==> src/rtl/vga_stream_out.sv <==
`default_nettype none
// ============================================================================
// Module      : vga_stream_out
// Description : VGA timing generator with pixel-fetch requests, latency
//               re-alignment of sync/DE, registered RGB/sync outputs and an
//               internal 8-bar colour test pattern.
// Revision    : 1.0 - initial release
// ============================================================================
module vga_stream_out #(
  parameter int H_SYNC    = 96,
  parameter int H_BP      = 48,
  parameter int H_ACTIVE  = 640,
  parameter int H_FP      = 16,
  parameter int V_SYNC    = 2,
  parameter int V_BP      = 33,
  parameter int V_ACTIVE  = 480,
  parameter int V_FP      = 10,
  parameter bit HS_POL    = 1'b1,
  parameter bit VS_POL    = 1'b1,
  parameter int CW        = 4,
  parameter int FETCH_LAT = 2
) (
  input  logic            iClk,
  input  logic            iRst,
  input  logic [3*CW-1:0] iPixel,
  input  logic            iMode,
  output logic            oReq,
  output logic [15:0]     oX,
  output logic [15:0]     oY,
  output logic            oFrameStart,
  output logic [CW-1:0]   oR,
  output logic [CW-1:0]   oG,
  output logic [CW-1:0]   oB,
  output logic            oHsync,
  output logic            oVsync,
  output logic            oDE
);

  localparam int H_TOTAL = H_SYNC + H_BP + H_ACTIVE + H_FP;
  localparam int V_TOTAL = V_SYNC + V_BP + V_ACTIVE + V_FP;

  localparam logic [15:0] H_LAST     = 16'(H_TOTAL - 1);
  localparam logic [15:0] V_LAST     = 16'(V_TOTAL - 1);
  localparam logic [15:0] H_SYNC_END = 16'(H_SYNC);
  localparam logic [15:0] V_SYNC_END = 16'(V_SYNC);
  localparam logic [15:0] H_ACT_BEG  = 16'(H_SYNC + H_BP);
  localparam logic [15:0] H_ACT_END  = 16'(H_SYNC + H_BP + H_ACTIVE);
  localparam logic [15:0] V_ACT_BEG  = 16'(V_SYNC + V_BP);
  localparam logic [15:0] V_ACT_END  = 16'(V_SYNC + V_BP + V_ACTIVE);
  localparam logic [15:0] BAR_LAST   = 16'(H_ACTIVE / 8 - 1);

  // Everything that must travel alongside the memory fetch.
  typedef struct packed {
    logic sel;    // 1 = show colour bars for this pixel
    logic bar_b;
    logic bar_g;
    logic bar_r;
    logic de;
    logic vs;
    logic hs;
  } tap_t;

  logic [15:0] hc;
  logic [15:0] vc;
  logic        h_act;
  logic        v_act;
  logic        mode_q;
  logic [15:0] pix_cnt;
  logic [2:0]  bar_idx;
  tap_t        tap0;
  tap_t        tap_d;

  // Horizontal / vertical position counters; held at the origin during reset.
  always_ff @(posedge iClk) begin
    if (iRst) begin
      hc <= '0;
      vc <= '0;
    end else if (hc == H_LAST) begin
      hc <= '0;
      vc <= (vc == V_LAST) ? 16'd0 : vc + 16'd1;
    end else begin
      hc <= hc + 16'd1;
    end
  end

  assign h_act = (hc >= H_ACT_BEG) && (hc < H_ACT_END);
  assign v_act = (vc >= V_ACT_BEG) && (vc < V_ACT_END);

  assign oReq        = h_act & v_act;
  assign oX          = oReq ? (hc - H_ACT_BEG) : 16'd0;
  assign oY          = oReq ? (vc - V_ACT_BEG) : 16'd0;
  // Gated by reset so the pulse is seen once, on the first free-running cycle.
  assign oFrameStart = ~iRst & (hc == 16'd0) & (vc == 16'd0);

  // Mode is only picked up at a frame boundary so a frame is never mixed.
  always_ff @(posedge iClk) begin
    if (iRst) begin
      mode_q <= 1'b0;
    end else if (oFrameStart) begin
      mode_q <= iMode;
    end
  end

  // Bar position tracked incrementally; restarts every active line.
  always_ff @(posedge iClk) begin
    if (iRst || !h_act) begin
      pix_cnt <= '0;
      bar_idx <= '0;
    end else if (pix_cnt == BAR_LAST) begin
      pix_cnt <= '0;
      bar_idx <= bar_idx + 3'd1;
    end else begin
      pix_cnt <= pix_cnt + 16'd1;
    end
  end

  // Bar order white, yellow, cyan, green, magenta, red, blue, black maps
  // each channel onto one inverted bit of the bar index.
  assign tap0.sel   = mode_q;
  assign tap0.bar_r = ~bar_idx[1];
  assign tap0.bar_g = ~bar_idx[2];
  assign tap0.bar_b = ~bar_idx[0];
  assign tap0.de    = oReq;
  assign tap0.vs    = (vc < V_SYNC_END);
  assign tap0.hs    = (hc < H_SYNC_END);

  generate
    if (FETCH_LAT > 0) begin : g_delay
      tap_t line [FETCH_LAT];

      // Delay line matching the memory read latency.
      always_ff @(posedge iClk) begin
        if (iRst) begin
          for (int i = 0; i < FETCH_LAT; i++) line[i] <= '0;
        end else begin
          line[0] <= tap0;
          for (int i = 1; i < FETCH_LAT; i++) line[i] <= line[i-1];
        end
      end

      assign tap_d = line[FETCH_LAT-1];
    end else begin : g_no_delay
      assign tap_d = tap0;
    end
  endgenerate

  // Output register: merge the fetched pixel with the delayed timing.
  always_ff @(posedge iClk) begin
    if (iRst) begin
      oR     <= '0;
      oG     <= '0;
      oB     <= '0;
      oDE    <= 1'b0;
      oHsync <= ~HS_POL;
      oVsync <= ~VS_POL;
    end else begin
      oDE    <= tap_d.de;
      oHsync <= tap_d.hs ? HS_POL : ~HS_POL;
      oVsync <= tap_d.vs ? VS_POL : ~VS_POL;
      if (!tap_d.de) begin
        oR <= '0;
        oG <= '0;
        oB <= '0;
      end else if (tap_d.sel) begin
        oR <= {CW{tap_d.bar_r}};
        oG <= {CW{tap_d.bar_g}};
        oB <= {CW{tap_d.bar_b}};
      end else begin
        oR <= iPixel[CW-1:0];
        oG <= iPixel[2*CW-1:CW];
        oB <= iPixel[3*CW-1:2*CW];
      end
    end
  end

endmodule
`default_nettype wire
==> config.mk <==
export PLATFORM = sky130hd
export DESIGN_NAME = vga_stream_out
export DESIGN_NICKNAME = d
export VERILOG_FILES = /design/src/rtl/vga_stream_out.sv
export SDC_FILE = /design/constraint.sdc
export NUM_CORES = 1
export LEC_CHECK = 0
export ABC_AREA = 0
export BUFFER_PORTS_ARGS = -buffer_cell sky130_fd_sc_hd__buf_4
export CAP_MARGIN = 20
export CORE_AREA = 4 4 86 88
export CTS_CLUSTER_SIZE = 25
export DETAILED_ROUTE_END_ITERATION = 6
export DIE_AREA = 0 0 90 92
export PLACE_DENSITY_LB_ADDON = 0.1
export SYNTH_ARGS = -nofsm -noshare
export SYNTH_HDL_FRONTEND = slang
export SYNTH_SLANG_ARGS = --single-unit
==> constraint.sdc <==
create_clock -name iClk -period 5.3 [get_ports iClk]
set_input_delay 0.53 -clock iClk [delete_from_list [all_inputs] [get_ports iClk]]
set_output_delay 0.53 -clock iClk [all_outputs]
set_load 0.02 [all_outputs]
* Word level (Yosys, flattened, before mapping)
Memories as Yosys holds them, arrays and structs flattened.
Cells that the tools add are included.
** Word-level totals
- Flip-flop bits (word level) :: 67
- Bits in writable memories :: 14
- Output and inout port bits :: 49
- Word-level logic and storage cells :: 59
- Memories kept :: 1
** Memories
- g_delay.line :: words 2, bits a word 7, rd ports 2, clocked after Yosys merged registers in 0, write ports 2, line 129 : tap_t line [FETCH_LAT];
** Cells by class
- Add/subtract/negate cells :: 6
- Order comparisons :: 6
- Eq/ne operators :: 3
- Muxes and demuxes :: 13
- Bitwise logic cells :: 10
- Reductions and logical operators :: 9
** Operator list (number)
- $add 16x1->16 const B :: 3
- $mux 16 :: 3
- $eq 16x10->1 const B :: 2
- $logic_not 16->1 :: 2
- $lt 16x10->1 const B :: 2
- $eq 16x7->1 const B :: 1
- $ge 16x6->1 const B :: 1
- $ge 16x8->1 const B :: 1
- $lt 16x2->1 const B :: 1
- $lt 16x7->1 const B :: 1
- $sub 16x6->16 const B :: 1
- $sub 16x8->16 const B :: 1
- $mux 7 :: 2
- $mux 4 :: 3
- $reduce_or 2->1 :: 3
- $mux 1 :: 5
- $not 1->1 :: 5
- $add 3x1->3 const B :: 1
- $and 1x1->1 :: 3
- $logic_and 1x1->1 :: 2
- $or 1x1->1 :: 2
- $logic_not 1->1 :: 1
- $logic_or 1x1->1 :: 1

* Depth between registers and ports, before layout
- Word-level depth :: 5
- Mapped depth :: 10
- Gate-level depth less buffers :: 8

* Worst setup path after synthesis
No wires, ideal clock.
- Kind :: register -> output
- Start :: reg hc[4]
- End :: out oX[7]
- Arrival :: 2.326 ns
- Slack :: 2.444 ns
- Cell stages (with the launch flop) :: 10
- Buffers on the path :: 2
- Cell sequence :: dfxtp_1 -> clkbuf_1 -> inv_1 -> ha_1 -> inv_1 -> o21ai_0 -> a31o_2 -> or3_4 -> buf_6 -> nor3_1
** On the way
- Cells in the longest elaborated chain, start to end :: 4
- Elaborated cells on any way between the ends :: 6
- Classes of those cells :: add/sub (1); order compare (2); mux (1); bitwise (1); reduce/logical (1)
** RTL lines
- start: declaration :: line 63 : logic [15:0] hc;
- start signal: assignment :: line 82 : hc <= hc + 16'd1;
- $ge 16x8->1 / $lt 16x10->1 (equally long branches) :: line 86 : assign h_act = (hc >= H_ACT_BEG) && (hc < H_ACT_END);
- $logic_and 1x1->1 :: line 86
- $and 1x1->1 :: line 89 : assign oReq = h_act & v_act;
- $mux 16 * :: line 90 : assign oX = oReq ? (hc - H_ACT_BEG) : 16'd0;
- end: declaration :: line 28 : output logic [15:0] oX,
Mark *: on every way between the ends. The rest lies on a longest branch, timed or not.

* Final worst setup path
Same ends and word-level chain as after synthesis.

==> impl_metrics.yaml <==
worst_setup_path:
  r2r_cells: 4
  cp-start-kind: "register"
  cp_num_buf_inv: 3
  max_stage_delay_ns: 0.52
  endpoint_kind: "output port"
  rrSetupSlack_ns: 2.81
  crit_family: "simple AND/OR/NAND/NOR gates"
  arrival_ns: 2.67
  rr_endpoint: "vc[3]"
  r2r_start: "hc[12]"
  critPathRequiredTime_ns: 4.77
  crit_end: "oX[7]"
  cp_num_cells: 8
  critPathMostFrequentCell: "inv_1"
  cp_max_fo: 29
  critical_path.startpoint: "hc[4]"
  slowest_stage: "dfxtp_1"
  worstSetupPathType: "reg -> out"
  cp_cell_sequence: "inv_1 -> ha_1 -> inv_1 -> o21ai_0 -> a31o_2 -> or3_4 -> nor3_1 -> buf_4"
min_path:
  min_from: "iMode"
  hold_path.class: "in -> reg"
  holdPathStages: 3
global_route:
  antenna_found_initial: 0
  grt-ovfl-total: 0
  grt_start_max_net_pins: 38
  grt_pass1_wl_um: 14300
  grt_pass1_vias: 3146
  track_usage: 0.206
detailed_routing:
  wirelength_um: 8250
  ant_nets: 0
  routed_via_density: 5.50
  met3WireLength_um: 438
  first_pass_iters: 4
  top_layer: "met4"
  wl_met1_um: 3720
  drtIter0Drc: 179
  wl_met2_um: 4010
  vias: 3313
  drc: 0
  wl_per_cell_um: 13.7
die:
  die_x_um: 90
  dieHeight_um: 92
  fp.dieArea_sq_um: 8280
  num_rows: 30
  io_pins: 64
  core_sq_um: 6640
  initial_core_util: 0.589
pwr:
  p_per_area_nw_per_um2: 248
  vdd_ir_drop_max_mv: 0.154
  power.leakage_nw: 1.85
cts:
  cts_htree_levels: 3
  cts_tree: "yes"
  postCtsHoldBufs: 0
  cts_resized: 0
  cts_sinks: 81
  cts_made_buffers: 9
  cts_buffer_depth: 2
  cts_setup_buffers: 0
  clock_insertion_delay_worst_skew_ns: 0.35
  clk_root_buffer_cell: "clkbuf_8"
  clk_pin_slew_worst_paths_ns: 0.08
timing:
  setup_viol: 0
  tns_ns: 0
  maxSlewViolCount: 0
  min_period_over_period: 0.604
  max_freq_ghz: 0.313
  hold_viol: 0
  rsz0062_at_grt: "false"
  period_minus_slack_ns: 3.20
  relSlewSlack: 0.539
  worst_slew_pin_slew_ns: 0.683
  skew_ns: 0.0176
placed_design:
  placed_cell_area_sq_um: 4300
  post-dp-hpwl_um: 5720
  dp_cells: 586
  gp_congestion: 0.843
  io_buffers: 60
layout:
  area_delta_synth_final_pct: 15.2
  drive_gt1_frac: 0.163
  fin_area_sq_um: 4500
  fillers: 573
  ff_latch_area_sq_um: 1620
  antenna_cells: 0
  nNetsFinal: 541
  final_cells: 602
  multi_input_area_sq_um: 2050
synthesis:
  yosysMostFrequentCell: "nor2_1"
  yosys-top-cells-area: "dfxtp_1 (41%), nor2_1 (8.3%), xor2_1 (4.9%)"
  synth_top_area_frac: 0.415
  yosysSeqAreaShare: 0.415
  syn-cell-area_sq_um: 3910
  synth_edf_count: 0
  synthTopCellsByCount: "nor2_1 (87), dfxtp_1 (81), a21oi_1 (31)"
  syn_avg_cell_area_sq_um: 8.15
  synthFlopType: "dfxtp_1"
  ys_ff_latch: 81
  syn_inst: 480
  synth-async-reset-ratio: 0
  synth_cell_types: 46
  synth_largest_area_cell: "dfxtp_1"
  synth_warnings: 0
flow_run:
  drv_cap: 0
status:
  status: "finished clean"
## cell usage in the layout (no fill, tap or decap), drive strengths merged, types with 2 or more instances in the layout
master,netlist,final
nand2b,16,16
nor2,87,87
o21ai,12,12
a41oi,2,2
nand4,14,14
or3,13,13
conb,1,3
clkinvlp,0,2
a21oi,31,31
or4b,2,2
o21a,2,2
a211oi,2,2
nor2b,11,11
clkbuf,25,11
nor4,6,6
nor3b,3,3
mux2i,3,3
nor3,14,14
a31oi,3,3
ha,9,9
xor2,22,22
dfxtp,81,81
nand4b,2,2
nand3,19,19
buf,12,61
inv,18,19
or4,7,7
and4,3,3
xnor2,21,21
and3,6,6
nand2,24,24
## layout make-up
cell class,instances,area share
Tap cell,80,0.0222
Multi-Input combinational cell,346,0.456
Clock inverter,5,0.0139
Sequential cell,81,0.360
Timing Repair Buffer,61,0.102
Inverter,18,0.0150
Clock buffer,11,0.0314
## worst min path at each step
stage,to,slack [ns]
6_report,mode_q,0.43
5_1_grt,mode_q,0.43
3_5_place_dp,g_delay.line[0][10],0.43
4_1_cts,mode_q,0.42
2_1_floorplan,g_delay.line[0][4],0.41
3_3_place_gp,g_delay.line[0][13],0.42
## logic make-up (layout without fill, tap and decap cells)
group                    Yosys count  count (layout)  share of synthesized area
buffers and inverters             55              95                     0.0640
AND/OR/NAND/NOR                  229             229                      0.300
other                              1               3                   0.000959
flip-flops                        81              81                      0.415
multiplexers                       3               3                    0.00768
AO/OA/AOI/OAI                     59              59                     0.0877
XOR/XNOR                          43              43                     0.0963
adder cells (fa/ha/maj)            9               9                     0.0288
## flip-flops by register name, indices dropped and copies added, names as in the netlist
name	flops
pix_cnt	16
oHsync	1
oVsync	1
oDE	1
vc	16
oB	4
bar_idx	3
g_delay.line	14
oR	4
oG	4
mode_q	1
hc	16
## stage by stage
step / util / setup slack (ns) / total power [mW] / hold WS (ns)
after global placement: 0.647 / 2.54 / 0.670 / 0.417
after global routing: 0.678 / 1.89 / 1.16 / 0.425
after CTS: 0.678 / 2.08 / 1.13 / 0.416
after floorplan: - / 2.44 / 0.657 / 0.413
final: 0.678 / 2.10 / 1.12 / 0.429
after detailed placement: 0.647 / 2.48 / 0.671 / 0.425
## routing by layer
metal | vias to the layer above | track usage
met3 | 10 | 0.0541
met2 | 86 | 0.352
met4 | 0 | 0.0625
met5 | - | 0
li1 | 1686 | -
met1 | 1531 | 0.255
## power breakdown
| part | switching, mW | leakage, nW | internal (mW) |
|---|---|---|---|
| clock | 0.226 | 0.0962 | 0.233 |
| combinational | 0.0199 | 1.10 | 0.0167 |
| sequential | 0.00419 | 0.657 | 0.616 |
## tightest hold or removal path: stages
cell and delay (ns):
buf_4 0.08, mux2i_1 0.06, nor2_1 0.08
Power figures use the tool's default switching activity.
